[config.mk]
export PLATFORM = sky130hd
export DESIGN_NAME = atm_keypad_entry
export DESIGN_NICKNAME = d
export VERILOG_FILES = /design/src/rtl/atm_pkg.sv /design/src/rtl/atm_bcd_accum.sv /design/src/rtl/atm_keypad_entry.sv
export SDC_FILE = /design/constraint.sdc
export NUM_CORES = 1
export LEC_CHECK = 0
export CAP_MARGIN = 20
export CORE_MARGIN = 2
export CORE_UTILIZATION = 50
export CTS_CLUSTER_DIAMETER = 50
export DETAILED_ROUTE_END_ITERATION = 12
export HOLD_SLACK_MARGIN = 0.08
export PLACE_DENSITY = 0.7
export SYNTH_ARGS = -nofsm -noshare
export SYNTH_HDL_FRONTEND = slang
export SYNTH_SLANG_ARGS = --single-unit
[constraint.sdc]
create_clock -name clk -period 6.15 [get_ports clk]
set_input_delay 1.845 -clock clk [delete_from_list [all_inputs] [get_ports clk]]
set_output_delay 1.845 -clock clk [all_outputs]
set_load 0.005 [all_outputs]
[src/rtl/atm_pkg.sv]
// Shared key codes, error codes and FSM state encoding for the ATM keypad entry block.
package atm_pkg;
  localparam logic [3:0] KEY_CLR = 4'hA;
  localparam logic [3:0] KEY_BS  = 4'hB;
  localparam logic [3:0] KEY_ENT = 4'hE;
  localparam logic [3:0] KEY_CAN = 4'hF;

  localparam logic [7:0] ERR_NONE  = 8'h00;
  localparam logic [7:0] ERR_SHORT = 8'h10;
  localparam logic [7:0] ERR_OVF   = 8'h11;
  localparam logic [7:0] ERR_TMO   = 8'h12;

  localparam logic [2:0] PIN_DIGITS = 3'd4;
  localparam logic [2:0] AMT_DIGITS = 3'd5;

  typedef enum logic [1:0] {S_IDLE, S_COLLECT, S_CONVERT, S_DONE} state_e;

  function automatic logic is_digit(input logic [3:0] k);
    return k <= 4'd9;
  endfunction
endpackage

[src/rtl/atm_bcd_accum.sv]
// Iterative BCD-to-binary converter: one digit per cycle, most significant first.
module atm_bcd_accum
  import atm_pkg::*;
(
  input  logic        clk,
  input  logic        rst,
  input  logic        start,
  input  logic [19:0] digits,
  input  logic [2:0]  count,
  output logic [15:0] result,
  output logic        overflow,
  output logic        done
);
  logic        busy_q, busy_d;
  logic [2:0]  idx_q, idx_d;
  logic [17:0] acc_q, acc_d;
  logic [19:0] dig_q, dig_d;
  logic [4:0]  sh;
  logic [19:0] shifted;

  // idx counts remaining digits; the next digit sits at nibble idx-1
  assign sh      = {idx_q - 3'd1, 2'b00};
  assign shifted = dig_q >> sh;

  always_comb begin
    busy_d = busy_q;
    idx_d  = idx_q;
    acc_d  = acc_q;
    dig_d  = dig_q;
    if (start) begin
      busy_d = 1'b1;
      idx_d  = count;
      acc_d  = '0;
      dig_d  = digits;
    end else if (busy_q) begin
      if (idx_q != 3'd0) begin
        acc_d = acc_q * 18'd10 + {14'd0, shifted[3:0]};
        idx_d = idx_q - 3'd1;
      end else begin
        busy_d = 1'b0;
      end
    end
  end

  always_ff @(posedge clk) begin
    if (rst) begin
      busy_q <= 1'b0;
      idx_q  <= '0;
      acc_q  <= '0;
      dig_q  <= '0;
    end else begin
      busy_q <= busy_d;
      idx_q  <= idx_d;
      acc_q  <= acc_d;
      dig_q  <= dig_d;
    end
  end

  assign done     = busy_q && (idx_q == 3'd0);
  assign result   = acc_q[15:0];
  assign overflow = |acc_q[17:16];
endmodule

[src/rtl/atm_keypad_entry.sv]
// ATM keypad entry: collects PIN or amount digits, edits, converts and reports errors.
module atm_keypad_entry
  import atm_pkg::*;
#(
  parameter int TIMEOUT_CYCLES = 1000
) (
  input  logic        clk,
  input  logic        rst,
  input  logic        key_valid,
  input  logic [3:0]  key_code,
  input  logic        mode_amount,
  output logic        key_ready,
  output logic [15:0] pin_input,
  output logic        pin_valid,
  output logic [15:0] amount,
  output logic        amount_valid,
  output logic [2:0]  digit_count,
  output logic        cancel_pulse,
  output logic [7:0]  error_code
);
  localparam int TW = $clog2(TIMEOUT_CYCLES + 1);

  state_e      state_q, state_d;
  logic        mode_q, mode_d;
  logic [19:0] buf_q, buf_d;
  logic [2:0]  cnt_q, cnt_d;
  logic [TW-1:0] tmr_q, tmr_d, tmr_nx;
  logic        rdy_q, rdy_d;
  logic [15:0] pin_q, pin_d, amt_q, amt_d;
  logic        pin_vld_q, pin_vld_d, amt_vld_q, amt_vld_d, can_q, can_d;
  logic [7:0]  err_q, err_d;
  logic        accept, acc_start, acc_ovf, acc_done;
  logic [15:0] acc_res;
  logic [2:0]  cap;

  assign accept = key_valid && rdy_q;
  assign tmr_nx = tmr_q + TW'(1);
  assign cap    = mode_q ? AMT_DIGITS : PIN_DIGITS;

  always_comb begin
    state_d   = state_q;
    mode_d    = mode_q;
    buf_d     = buf_q;
    cnt_d     = cnt_q;
    tmr_d     = tmr_q;
    pin_d     = pin_q;
    amt_d     = amt_q;
    err_d     = err_q;
    pin_vld_d = 1'b0;
    amt_vld_d = 1'b0;
    can_d     = 1'b0;
    acc_start = 1'b0;
    case (state_q)
      S_IDLE: if (accept) begin
        err_d = ERR_NONE;
        if (is_digit(key_code)) begin
          state_d = S_COLLECT;
          mode_d  = mode_amount;
          buf_d   = {16'd0, key_code};
          cnt_d   = 3'd1;
          tmr_d   = '0;
        end else if (key_code == KEY_CAN) begin
          can_d = 1'b1;
        end
      end
      S_COLLECT: if (accept) begin
        err_d = ERR_NONE;
        tmr_d = '0;
        if (is_digit(key_code)) begin
          if (cnt_q < cap) begin
            buf_d = {buf_q[15:0], key_code};
            cnt_d = cnt_q + 3'd1;
          end
        end else begin
          case (key_code)
            KEY_CLR: begin
              buf_d = '0; cnt_d = '0; state_d = S_IDLE;
            end
            KEY_BS: if (cnt_q != 3'd0) begin
              buf_d = buf_q >> 4;
              cnt_d = cnt_q - 3'd1;
              if (cnt_q == 3'd1) state_d = S_IDLE;
            end
            KEY_ENT: begin
              buf_d = '0; cnt_d = '0;
              if (mode_q ? (cnt_q == 3'd0) : (cnt_q != PIN_DIGITS)) begin
                err_d   = ERR_SHORT;
                state_d = S_IDLE;
              end else if (mode_q) begin
                acc_start = 1'b1;
                state_d   = S_CONVERT;
              end else begin
                pin_d     = buf_q[15:0];
                pin_vld_d = 1'b1;
                state_d   = S_DONE;
              end
            end
            KEY_CAN: begin
              buf_d = '0; cnt_d = '0; can_d = 1'b1; state_d = S_IDLE;
            end
            default: ;
          endcase
        end
      end else begin
        tmr_d = tmr_nx;
        if (tmr_nx == TW'(TIMEOUT_CYCLES)) begin
          err_d = ERR_TMO; buf_d = '0; cnt_d = '0; tmr_d = '0; state_d = S_IDLE;
        end
      end
      S_CONVERT: if (acc_done) begin
        if (acc_ovf) begin
          err_d   = ERR_OVF;
          state_d = S_IDLE;
        end else begin
          amt_d     = acc_res;
          amt_vld_d = 1'b1;
          state_d   = S_DONE;
        end
      end
      default: state_d = S_IDLE;
    endcase
    rdy_d = (state_d == S_IDLE) || (state_d == S_COLLECT);
  end

  always_ff @(posedge clk) begin
    if (rst) begin
      state_q   <= S_IDLE;
      mode_q    <= 1'b0;
      buf_q     <= '0;
      cnt_q     <= '0;
      tmr_q     <= '0;
      rdy_q     <= 1'b1;
      pin_q     <= '0;
      amt_q     <= '0;
      err_q     <= ERR_NONE;
      pin_vld_q <= 1'b0;
      amt_vld_q <= 1'b0;
      can_q     <= 1'b0;
    end else begin
      state_q   <= state_d;
      mode_q    <= mode_d;
      buf_q     <= buf_d;
      cnt_q     <= cnt_d;
      tmr_q     <= tmr_d;
      rdy_q     <= rdy_d;
      pin_q     <= pin_d;
      amt_q     <= amt_d;
      err_q     <= err_d;
      pin_vld_q <= pin_vld_d;
      amt_vld_q <= amt_vld_d;
      can_q     <= can_d;
    end
  end

  atm_bcd_accum u_accum (
    .clk      (clk),
    .rst      (rst),
    .start    (acc_start),
    .digits   (buf_q),
    .count    (cnt_q),
    .result   (acc_res),
    .overflow (acc_ovf),
    .done     (acc_done)
  );

  assign key_ready    = rdy_q;
  assign pin_input    = pin_q;
  assign pin_valid    = pin_vld_q;
  assign amount       = amt_q;
  assign amount_valid = amt_vld_q;
  assign digit_count  = cnt_q;
  assign cancel_pulse = can_q;
  assign error_code   = err_q;
endmodule

# Word-level counts from Yosys, hierarchy flattened
# Cells that the tools add are included.
# word_totals
register_bits,122
latch_bits,0
mem_bits_rw,0
mem_bits_ro,0
input_bits,8
mem_count,0
# classes
addsub,5
mul,1
div_mod_pow,0
n_lt_le_gt_ge,2
n_eq_ne,18
shift,1
mux,62
bitwise_logic,10
n_reduce_logical,29
# op_table
op,count
2-to-1 mux 20 bit,7
one-hot mux 20 bit (2 select lines),2
2-to-1 mux 10 bit,4
2-to-1 mux 8 bit,5
2-to-1 mux 3 bit,10
one-hot mux 8 bit (3 select lines),1
2-to-1 mux 2 bit,10
one-hot mux 10 bit (2 select lines),1
>> shifter 20 x 5 -> 4 bit,1
adder 18 x 4 -> 18 bit,1
"multiplier 18 x 3 -> 17 bit, second input constant",1
"== test 4 bit, second input constant",4
2-to-1 mux 1 bit,15
2-to-1 mux 5 bit,3
one-hot mux 2 bit (3 select lines),2
one-hot mux 3 bit (2 select lines),2
"adder 10 x 1 -> 10 bit, second input constant",1
"== test 10 bit, second input constant",1
NOT 1 bit,10
AND reduction 3 bit,3
nonzero test 3 bit,3
"!= test 2 bit, second input constant",4
OR reduction 2 bit,4
AND reduction 7 bit,1
other kinds (22),32

# Logic depth before layout (Yosys ltp)
# Gate-level depths: netlist of the first run.
# depth
depth_word,9
depth_mapped,19
mapped_depth_nobuf,18

# By module
# From an unflattened synthesis of the first run, not the netlist that was laid out.
# unflattened
hier_cells,799
area_unflattened_um2,6638.9
# modules_own_cells
mod,instances,cells_per_inst,area_each_um2,seq_area_each_um2
atm_keypad_entry,1,452,3582.2,1501.4
atm_bcd_accum,1,347,3056.7,840.8

# Worst setup path after synthesis of the first run
# Ideal clock, no wire load.
# synth_path
path_type,reg2reg
from,register u_accum.idx_q[0]
to,register u_accum.acc_q[17]
setup_ns,0.078
t_arrival_ns,4.101
t_required_ns,6.072
slack_ns,1.971
stages_incl_launch_ff,20
path_buffers,1
period_less_slack_ns,4.179
path_cell_list,dfxtp_1 > clkbuf_1 > clkinv_1 > ha_1 > xor2_1 > nand2_1 > a21oi_1 > o21ai_0 > o31ai_1 > ha_1 > inv_1 > fa_1 > and2b_2 > o2111ai_1 > and4bb_4 > nand2_2 > or4_4 > o31ai_1 > nand4_1 > nor3_1
# synth_between
elab_chain_len,3
word_cells_on_any_way,5
# synth_lines
element,line,text
from (decl),atm_bcd_accum.sv:15,"logic [2:0] idx_q, idx_d;"
from (signal assigned),atm_bcd_accum.sv:53,idx_q <= idx_d;
subtractor 3 x 1 -> 3 bit,atm_bcd_accum.sv:22,"assign sh = {idx_q - 3'd1, 2'b00};"
>> shifter 20 x 5 -> 4 bit,atm_bcd_accum.sv:23,assign shifted = dig_q >> sh;
adder 18 x 4 -> 18 bit,atm_bcd_accum.sv:37,"acc_d = acc_q * 18'd10 + {14'd0, shifted[3:0]};"
to (signal assigned),atm_bcd_accum.sv:49,acc_q <= '0;
to (signal assigned),atm_bcd_accum.sv:54,acc_q <= acc_d;
to (decl),atm_bcd_accum.sv:16,"logic [17:0] acc_q, acc_d;"
# Parallel ways exist; a longest one is shown, timed or not.
# A chain may end at the register's enable or synchronous reset.

# Worst setup path after layout of the first run
# Same ends and word-level chain as after synthesis.

==> summary.md, run 1 <==
| Metric | Value |
|---|---|
| Routed vias | 5704 |
| Lkg Pwr | 2.93 nW |
| FF-to-FF path depth | 18 |
| Fillers | 1136 |
| RSZ-0062 raised after global routing | no |
| Synth Area in XOR/XNOR | 4.87% |
| Post-synthesis compound-gate area fraction | 19.9% |
| Total Die Area | 0.0138 mm² |
| Startpoint types | register |
| Num Clock Sinks | 117 |
| Final worst-path cycle share | 75.9% |
| Main synth FF type | dfxtp_1 |
| Async S/R FF share, synth | 0% |
| Power after layout | 1.98 mW |
| WHS | 453 ps |
| Worst EP required | 6480 ps |
| Seq cells post-synth | 117 |
| Diodes inserted | 0 |
| Core area | 0.0126 mm² |
| CP arrival | 4990 ps |
| 1st-iter DRT viols | 448 |
| Pin count of the biggest net entering global routing | 54 |
| Adder-cell share of the synthesized area | 8.77% |
| Resized Gates After CTS | 0 |
| Post-DR vias/cell | 5.71 |
| Post-route minimum period | 4670 ps |
| Die Ht | 118 µm |
| Crit path max fanout | 9 |
| Mux share of post-synthesis cell area | 4.23% |
| CP Capture Type | register |
| Initial antenna violation count | 0 |
| HP Class | reg -> reg |
| Final Non-Filler Cells | 999 |
| Final core occ | 60.4% |
| Post-synthesis cell area | 0.00644 mm² |
| Clock Skew | 8.57 ps |
| First-pass GRT wire length | 25700 µm |
| Fmax | 214 MHz |
| Clk slew on worst S/H paths | 50 ps |
| Max_cap viols | 0 |
| Port bufs | 49 |
| Endpoints failing setup | 0 |
| Postcts setup bufs | 0 |
| Initial DRT Pass Iterations | 5 |
| Share of cells above drive strength 1 | 7.01% |
| Vias in the first global route | 5403 |
| Global Route Usage Sum | 22.5% |
| Final max-slew violation count | 0 |
| Gpl congestion | 0.944 |
| Areal power density over the cells | 259 mW/mm² |
| Drt total wl | 15600 µm |
| Clock tree buffer depth | 2 |
| Largest family of logic cells by synthesized area | simple AND/OR/NAND/NOR gates |
| Status | finished clean |
| Initial core utilization | 51.1% |
| Final ANT Viol Nets | 0 |
| Placement row count | 41 |
| Gr ovfl total | 0 |
| WHS Path Cells | 2 |
| Simple-Gate Fraction of Synth Area | 21.0% |
| Sequential fraction of the synthesis area | 36.3% |
| Placed Cells | 967 |
| Nets@finish | 866 |
| Syn. warnings | 0 |
| Final TNS setup | 0 ps |
| CTS Hold Buffers Added | 0 |
| Avg WL per Cell | 15.6 µm |
| CTS Buf Count | 17 |
| H-tree levels | 4 |
| Endpoints failing hold | 0 |
| Slew margin rel. | 35.5% |
| TritonCTS clock tree | yes |
| Clock latency on the worst-skew pair | 420 ps |
| I/O pin count | 55 |
| Netlist cell types | 74 |
| Layout area overhead | 18.3% |
| Slew @ Worst Pin | 965 ps |
| Gate Count Post-Synth | 783 |
| Peak supply drop | 0.000206 V |
| DRC violations left | 0 |
| Clk Tree Root Cell | clkbuf_16 |
| Syn_area_per_cell | 8.23 µm² |
| EDFF count, synth | 0 |
| Die X | 118 µm |
| Crit Path Class | reg -> reg |
| Final HPWL DP | 10900 µm |
-- state kept, by name, summed over array words and instances, names as in the netlist, 3 cells and up --
name / flops
buf_q: 20
u_accum.idx_q: 3
amount: 16
pin_input: 16
u_accum.dig_q: 20
error_code: 3
digit_count: 3
u_accum.acc_q: 18
tmr_q: 10
-- synthesized netlist by cell type (3+ instances only) --
cell type    n  area share (%)
a21o_1       4            0.47
o211ai_1     4            0.47
a22oi_1     16             1.9
nor2b_1      4            0.39
inv_1       18             1.0
o31ai_1      5            0.58
clkbuf_1    32             1.9
nand3_1     22             1.7
mux2i_1     25             3.9
o32ai_1      3            0.41
buf_6        3            0.52
buf_4        5            0.58
buf_2        7            0.54
o21ai_1      4            0.31
nand2_1    119             6.9
a211oi_1    32             3.7
nor4_1       3            0.29
nand2b_1     9            0.87
and3_1      11             1.1
nor2_1      88             5.1
nand4_1      7            0.68
o21bai_1     3            0.35
dfxtp_1    117              36
xor2_1      19             2.6
and2_1       5            0.49
xnor2_1     15             2.0
o21ai_0     17             1.3
nor3_1      15             1.2
ha_1        42             8.2
o21a_1       4            0.47
a21oi_1     73             5.7
-- layer usage --
metal	vias up	track usage, %	wire (µm)
met4	0	7.38	256
met2	146	39.4	7720
met5	-	0	0
met3	26	4.84	655
li1	2832	-	-
met1	2700	27.5	6970
-- metrics by stage --
stage                     cell area (µm²)  setup slack (ps)
after floorplan                      6460              1970
after global placement               6970              1610
after detailed placement             6980              1580
after CTS                            7620              1530
after global routing                 7620              1100
final                                7620              1480
-- area by class of cell --
class	count	area [µm²]	share of cell area, %
clock inverters	10	175	2.30
flip-flops and latches	117	2340	30.7
clock buffers	22	474	6.22
repair buffers	57	543	7.12
inverters	19	71.3	0.935
well taps	172	215	2.82
multi-input cells	602	3800	49.9
-- worst max-delay path: stages, from the launching register on --
cell and delay [ps]:
dfxtp_1 490, clkinv_1 300, ha_1 340, xnor2_1 430
nand2_1 120, a21oi_1 150, o21ai_0 120, o31ai_1 100
ha_1 220, inv_1 50, fa_1 390, and2b_2 240
o2111ai_1 140, and4bb_4 370, nand2_2 60, or4_4 500
o31ai_1 240, nand4_1 120, nor3_1 190
-- placed cells by master, fill, tap and decap left out, drive strengths merged, types with 5 or more instances in the layout --
cell	n
dfxtp	117
nor3	15
inv	18
nand2	120
o21ai	21
xor2	20
o31ai	5
buf	9
ha	42
clkdlybuf4s50	48
a21oi	73
a22oi	17
bufinv	5
and2	5
nand2b	9
nand4	7
clkbuf	22
a211oi	33
mux2i	25
clkinv	6
conb	5
nor2	88
o211ai	5
nand3	22
xnor2	15
and3	12
-- final timing paths --
kind                            end  slack [ps]        startpoint
setup / recovery  u_accum.acc_q[17]        1480  u_accum.idx_q[0]
hold / removal            amount[9]         450         amount[9]
setup reg to reg  u_accum.acc_q[17]        1480  u_accum.idx_q[0]
hold reg to reg           amount[9]         450         amount[9]
-- where the power goes --
| group | switching, mW | internal, mW | total, mW |
|---|---|---|---|
| Combinational | 0.0612 | 0.0357 | 0.0969 |
| Sequential | 0.0207 | 0.773 | 0.793 |
| Clock | 0.339 | 0.747 | 1.09 |
| Total | 0.421 | 1.56 | 1.98 |
-- cells by family after synthesis --
| logic type | Yosys count |
|---|---|
| compound gates | 192 |
| xor+xnor | 35 |
| fa+ha+maj | 44 |
| buf+inv | 68 |
| flops | 117 |
| mux | 26 |
| other cells | 1 |
| simple gates | 300 |
No activity file was read; power rests on OpenSTA's default activity.
==> run 2, diff against run 1 <==
--- a/config.mk
+++ b/config.mk
@@ -11,7 +11,7 @@
 export CTS_CLUSTER_DIAMETER = 50
 export DETAILED_ROUTE_END_ITERATION = 12
 export HOLD_SLACK_MARGIN = 0.08
-export PLACE_DENSITY = 0.7
+export PLACE_DENSITY = 0.73
 export SYNTH_ARGS = -nofsm -noshare
 export SYNTH_HDL_FRONTEND = slang
 export SYNTH_SLANG_ARGS = --single-unit
==> constraint.sdc (replaced) <==
create_clock -name clk -period 4.2 [get_ports clk]
set_input_delay 1.26 -clock clk [delete_from_list [all_inputs] [get_ports clk]]
set_output_delay 1.26 -clock clk [all_outputs]
set_load 0.005 [all_outputs]
==> run 2 against run 1 <==
Net effect: register-to-register slack worse by 1300 ps; maximum frequency is 16% higher; critical path type unchanged; critical path depth is 3 lower; largest cell class unchanged; via count up 1.4%.
==> summary.md, run 2 (synthesis results as in run 1) <==
| Metric | Value |
|---|---|
| Final ANT Viol Nets | 0 (unchanged) |
| Final core occ | 61.0% (was 60.4%) |
| Areal power density over the cells | 369 mW/mm² (was 259 mW/mm²) |
| Drt total wl | 15400 µm (was 15600 µm) |
| HP Class | reg -> reg (unchanged) |
| Clk slew on worst S/H paths | 60 ps (was 50 ps) |
| Crit-path slowest cell | or4_4 (unchanged) |
| Post-route minimum period | 4010 ps (was 4670 ps) |
| Share of cells above drive strength 1 | 8.61% (was 7.01%) |
| Vias in the first global route | 5476 (was 5403) |
| Final HPWL DP | 10700 µm (was 10900 µm) |
| Power after layout | 2.84 mW (was 1.98 mW) |
| Port bufs | 49 (unchanged) |
| CP arrival | 4340 ps (was 4990 ps) |
| TritonCTS clock tree | yes (unchanged) |
| Num Clock Sinks | 117 (unchanged) |
| Die X | 118 µm (unchanged) |
| Core area | 0.0126 mm² (unchanged) |
| H-tree levels | 4 (unchanged) |
| GR Util met3 | 5.18% (was 4.84%) |
| Max_cap viols | 0 (unchanged) |
| Peak supply drop | 0.000282 V (was 0.000206 V) |
| 1st-iter DRT viols | 425 (was 448) |
| Die Ht | 118 µm (unchanged) |
| First-pass GRT wire length | 25900 µm (was 25700 µm) |
| Clock tree buffer depth | 2 (unchanged) |
| Most common cell after layout, fill and taps aside | nand2_1 (unchanged) |
| CP Cell Sequence | clkinv_1, buf_4, ha_1, o31ai_1, ha_2, inv_1, fa_1, and2b_2, o2111ai_1, and4bb_4, nand2_2, or4_4, o31ai_1, nand4_1, nor3_2 (was clkinv_1, ha_1, xnor2_1, nand2_1, a21oi_1, o21ai_0, o31ai_1, ha_1, inv_1, fa_1, and2b_2, o2111ai_1, and4bb_4, nand2_2, or4_4, o31ai_1, nand4_1, nor3_1) |
| Routed vias | 5782 (was 5704) |
| Final max-slew violation count | 0 (unchanged) |
| Clock Skew | 7.66 ps (was 8.57 ps) |
| Final TNS setup | 0 ps (unchanged) |
| Global Route Usage Sum | 22.6% (was 22.5%) |
| CTS Buf Count | 17 (unchanged) |
| Nets@finish | 875 (was 866) |
| Slew @ Worst Pin | 842 ps (was 965 ps) |
| GR Util met2 | 39.5% (was 39.4%) |
| Layout area overhead | 19.4% (was 18.3%) |
| Clk Tree Root Cell | clkbuf_16 (unchanged) |
| Endpoints failing setup | 0 (unchanged) |
| RSZ-0062 raised after global routing | no (unchanged) |
| Crit Path Class | reg -> reg (unchanged) |
| Initial core utilization | 51.1% (unchanged) |
| Startpoint types | register (unchanged) |
| Initial DRT Pass Iterations | 5 (unchanged) |
| CP Capture Type | register (unchanged) |
| Placement row count | 41 (unchanged) |
| Endpoints failing hold | 0 (unchanged) |
| Commonest non-fill, non-tap cells in the layout | nand2_1, dfxtp_1, nor2_1 (unchanged) |
| Fmax | 249 MHz (was 214 MHz) |
| Post-DR vias/cell | 5.74 (was 5.71) |
| Most used routing layer | met2 (unchanged) |
| Largest registers | buf_q x20, u_accum.dig_q x20, u_accum.acc_q x18 (unchanged) |
| Final worst-path cycle share | 95.5% (was 75.9%) |
| Crit path max fanout | 9 (unchanged) |
| I/O pin count | 55 (unchanged) |
| DRC violations left | 0 (unchanged) |
| Initial antenna violation count | 0 (unchanged) |
| Lkg Pwr | 2.94 nW (was 2.93 nW) |
| Avg WL per Cell | 15.3 µm (was 15.6 µm) |
| Pin count of the biggest net entering global routing | 55 (was 54) |
| Worst path most repeated cell | o31ai_1 |
| Worst EP required | 4530 ps (was 6480 ps) |
| Gr ovfl total | 0 (unchanged) |
| Met1 Resource Use GR | 27.5% (about the same) |
| Slew margin rel. | 43.8% (was 35.5%) |
| Gpl congestion | 0.939 (was 0.944) |
| Clock latency on the worst-skew pair | 420 ps (about the same) |
| Diodes inserted | 0 (unchanged) |
| Status | finished clean (unchanged) |
| Crit-path max cell delay | 490 ps (was 500 ps) |
| Total Die Area | 0.0138 mm² (unchanged) |
-- run 2: changes by cell type in the layout (fill, tap and decap cells not counted), sizes merged --
cell / change
inv: +2
clkbuf: -4
clkinv: -1
clkinvlp: +4
bufinv: -1
buf: +9
-- run 2: timing repair --
item	CTS	global route
hold buffers	0	0
resized for setup	0	4
setup endpoints to repair	0	3
buffers inserted	0	4
-- run 2: layout make-up --
type,instances,area [µm²]
flip-flops and latches,117,2340
clock buffers,18,429
clock inverters,14,203
fillers,1133,4920
repair buffers,66,613
multi-input cells,602,3820
well taps,172,215
inverters,19,71.3
-- run 2: worst max-delay path, delay by kind of cell, from the launching register on --
| family | cells | cell delay [ps] |
|---|---|---|
| buffers and inverters | 3 | 310 |
| adders and majority gates | 3 | 1050 |
| and+or+nand+nor | 6 | 1470 |
| DFF | 1 | 350 |
| AOI/OAI and AO/OA | 3 | 730 |
-- run 2: layer usage --
metal  wire (µm)  part of all wire, %
met2        7630                   49
met5           0                    0
met3         648                  4.2
met1        6850                   44
met4         284                  1.8
-- run 2: per-stage QoR --
step           std cells  cell area, µm²  hold slack [ps]  setup slack (ps)
3_3_place_gp         972            7020              442               320
6_report            1008            7690              451               188
3_5_place_dp         972            7020              445               103
5_1_grt             1008            7690              471              1.58
4_1_cts             1004            7650              453              49.3
2_1_floorplan        787            6460              432              21.3
-- run 2: power breakdown --
group | switching [mW] | internal [mW]
Sequential | 0.0300 | 1.13
Clock | 0.541 | 0.998
Combinational | 0.0910 | 0.0528
Total | 0.662 | 2.18
-- run 2: final timing paths --
check	cells after the start	slack, ps	endpoint	from
worst max register to register	15	190	u_accum.acc_q[17]	u_accum.idx_q[0]
worst min-delay path	2	450	u_accum.dig_q[0]	u_accum.dig_q[0]
worst min register to register	2	450	u_accum.dig_q[0]	u_accum.dig_q[0]
worst max-delay path	15	190	u_accum.acc_q[17]	u_accum.idx_q[0]
==> run 3, diff against run 2 <==
--- a/config.mk
+++ b/config.mk
@@ -12,6 +12,7 @@
 export DETAILED_ROUTE_END_ITERATION = 12
 export HOLD_SLACK_MARGIN = 0.08
 export PLACE_DENSITY = 0.73
+export SETUP_SLACK_MARGIN = 0.02
 export SYNTH_ARGS = -nofsm -noshare
 export SYNTH_HDL_FRONTEND = slang
 export SYNTH_SLANG_ARGS = --single-unit
==> run 3 against run 2 <==
Net effect: sequential power hardly changed; register-to-register slack improved by 30 ps; via count is 0.43% higher; combinational power about the same; setup slack improved by 31 ps; first-iteration DRC count down 10%; final cell count stayed put; largest power group unchanged; highest routed layer unchanged.
==> summary.md, run 3 (synthesis results as in run 1) <==
| Metric | Value |
|---|---|
| RR Startpoint | u_accum.idx_q[0] (unchanged) |
| Commonest non-fill, non-tap cells in the layout | nand2_1, dfxtp_1, nor2_1 (unchanged) |
| Worst Min Path Start | u_accum.dig_q[0] (unchanged) |
| Critical path origin | u_accum.idx_q[0] (unchanged) |
| Max_cap viols | 0 (unchanged) |
| Status | finished clean (unchanged) |
| CP arrival | 4310 ps (was 4340 ps) |
| Clk slew on worst S/H paths | 60 ps (about the same) |
| Most common cell after layout, fill and taps aside | nand2_1 (unchanged) |
| Slew @ Worst Pin | 834 ps (was 842 ps) |
| Final core occ | 61.0% (about the same) |
| Slew margin rel. | 44.4% (was 43.8%) |
| Startpoint types | register (unchanged) |
| Fmax | 251 MHz (was 249 MHz) |
| 1st-iter DRT viols | 381 (was 425) |
| Post-DR vias/cell | 5.76 (was 5.74) |
| Clk Tree Root Cell | clkbuf_16 (unchanged) |
| Final ANT Viol Nets | 0 (unchanged) |
| Initial DRT Pass Iterations | 5 (unchanged) |
| Port bufs | 49 (unchanged) |
| Pin count of the biggest net entering global routing | 55 (unchanged) |
| Lkg Pwr | 2.95 nW (was 2.94 nW) |
| Avg WL per Cell | 15.3 µm (about the same) |
| Clock Skew | 8.05 ps (was 7.66 ps) |
| Clock tree buffer depth | 2 (unchanged) |
| First-pass GRT wire length | 25900 µm (unchanged) |
| TritonCTS clock tree | yes (unchanged) |
| Crit Path Class | reg -> reg (unchanged) |
| Final max-slew violation count | 0 (unchanged) |
| Initial core utilization | 51.1% (unchanged) |
| Placement row count | 41 (unchanged) |
| HP Class | reg -> reg (unchanged) |
| Share of cells above drive strength 1 | 8.73% (was 8.61%) |
| Final Non-Filler Cells | 1008 (unchanged) |
| Core area | 0.0126 mm² (unchanged) |
| Power after layout | 2.85 mW (was 2.84 mW) |
| Endpoints failing hold | 0 (unchanged) |
| Fillers | 1132 (was 1133) |
| DRC violations left | 0 (unchanged) |
| CP Capture Type | register (unchanged) |
| Areal power density over the cells | 370 mW/mm² (was 369 mW/mm²) |
| Global Route Usage Sum | 22.6% (unchanged) |
| Drt total wl | 15500 µm (was 15400 µm) |
| Gpl congestion | 0.939 (unchanged) |
| Initial antenna violation count | 0 (unchanged) |
| I/O pin count | 55 (unchanged) |
| Vias in the first global route | 5476 (unchanged) |
| Worst EP required | 4530 ps (about the same) |
| Diodes inserted | 0 (unchanged) |
| Gr ovfl total | 0 (unchanged) |
| Total Die Area | 0.0138 mm² (unchanged) |
| Die Ht | 118 µm (unchanged) |
| Final HPWL DP | 10700 µm (unchanged) |
| Post-route minimum period | 3980 ps (was 4010 ps) |
| Die X | 118 µm (unchanged) |
| Endpoints failing setup | 0 (unchanged) |
| CTS Hold Buffers Added | 0 (unchanged) |
| Largest registers | buf_q x20, u_accum.dig_q x20, u_accum.acc_q x18 (unchanged) |
| Final TNS setup | 0 ps (unchanged) |
| Num Clock Sinks | 117 (unchanged) |
| CTS Buf Count | 17 (unchanged) |
| Crit path max fanout | 5 (was 9) |
| Final worst-path cycle share | 94.8% (was 95.5%) |
| Layout area overhead | 19.5% (was 19.4%) |
| Clock latency on the worst-skew pair | 420 ps (about the same) |
| RSZ-0062 raised after global routing | no (unchanged) |
| Routed vias | 5807 (was 5782) |
| Nets@finish | 875 (unchanged) |
| Peak supply drop | 0.000283 V (was 0.000282 V) |
| H-tree levels | 4 (unchanged) |
| Placed Cells | 972 (unchanged) |
-- run 3: timing repair --
action / CTS / global route
buffers inserted: 0 / 4
gates resized for setup: 0 / 5
endpoints found under the setup margin: 0 / 3
-- run 3: worst max-delay path, stage by stage, from the launching register on --
cell and delay, ps:
dfxtp_1 360, clkinv_1 100, ha_2 220, xnor2_2 250
nand2_1 90, a21oi_1 150, o21ai_0 130, o31ai_2 100
ha_2 210, inv_1 50, fa_1 390, and2b_2 230
o2111ai_1 130, and4bb_4 390, nand2_2 60, or4_4 490
o31ai_1 250, nand4_1 170, nor3_2 130
-- run 3: layer usage --
| metal | vias up | global-route usage, % | routed length [µm] |
|---|---|---|---|
| li1 | 2847 | - | - |
| met2 | 168 | 39.5 | 7710 |
| met5 | - | 0 | 0 |
| met4 | 0 | 7.45 | 242 |
| met1 | 2766 | 27.5 | 6800 |
| met3 | 26 | 5.18 | 718 |
-- run 3: where the power goes --
part / total, mW / switching, mW / internal [mW]
sequential: 1.16 / 0.0300 / 1.13
combinational: 0.144 / 0.0910 / 0.0528
clock: 1.54 / 0.543 / 0.998
-- run 3: area by class of cell --
cell class	count	area (µm²)	share of cell area, %
repair buffers	66	613	7.96
multi-input cells	602	3830	49.7
inverters	19	71.3	0.926
clock inverters	14	203	2.63
flip-flops and latches	117	2340	30.4
clock buffers	18	429	5.57
well taps	172	215	2.79
-- run 3: metrics by stage --
step	hold slack [ps]	setup WS (ps)	area [µm²]
after floorplan	432	21.3	6460
after global placement	442	320	7020
after detailed placement	445	103	7020
after CTS	453	49.3	7650
after global routing	471	5.03	7700
final	451	219	7700
-- run 3: path summary, 6_finish.rpt --
kind | to | slack (ps) | depth (start not counted)
worst max-delay path | u_accum.acc_q[17] | 220 | 18
worst max register to register | u_accum.acc_q[17] | 220 | 18
worst min-delay path | u_accum.dig_q[0] | 450 | 2
worst min register to register | u_accum.dig_q[0] | 450 | 2
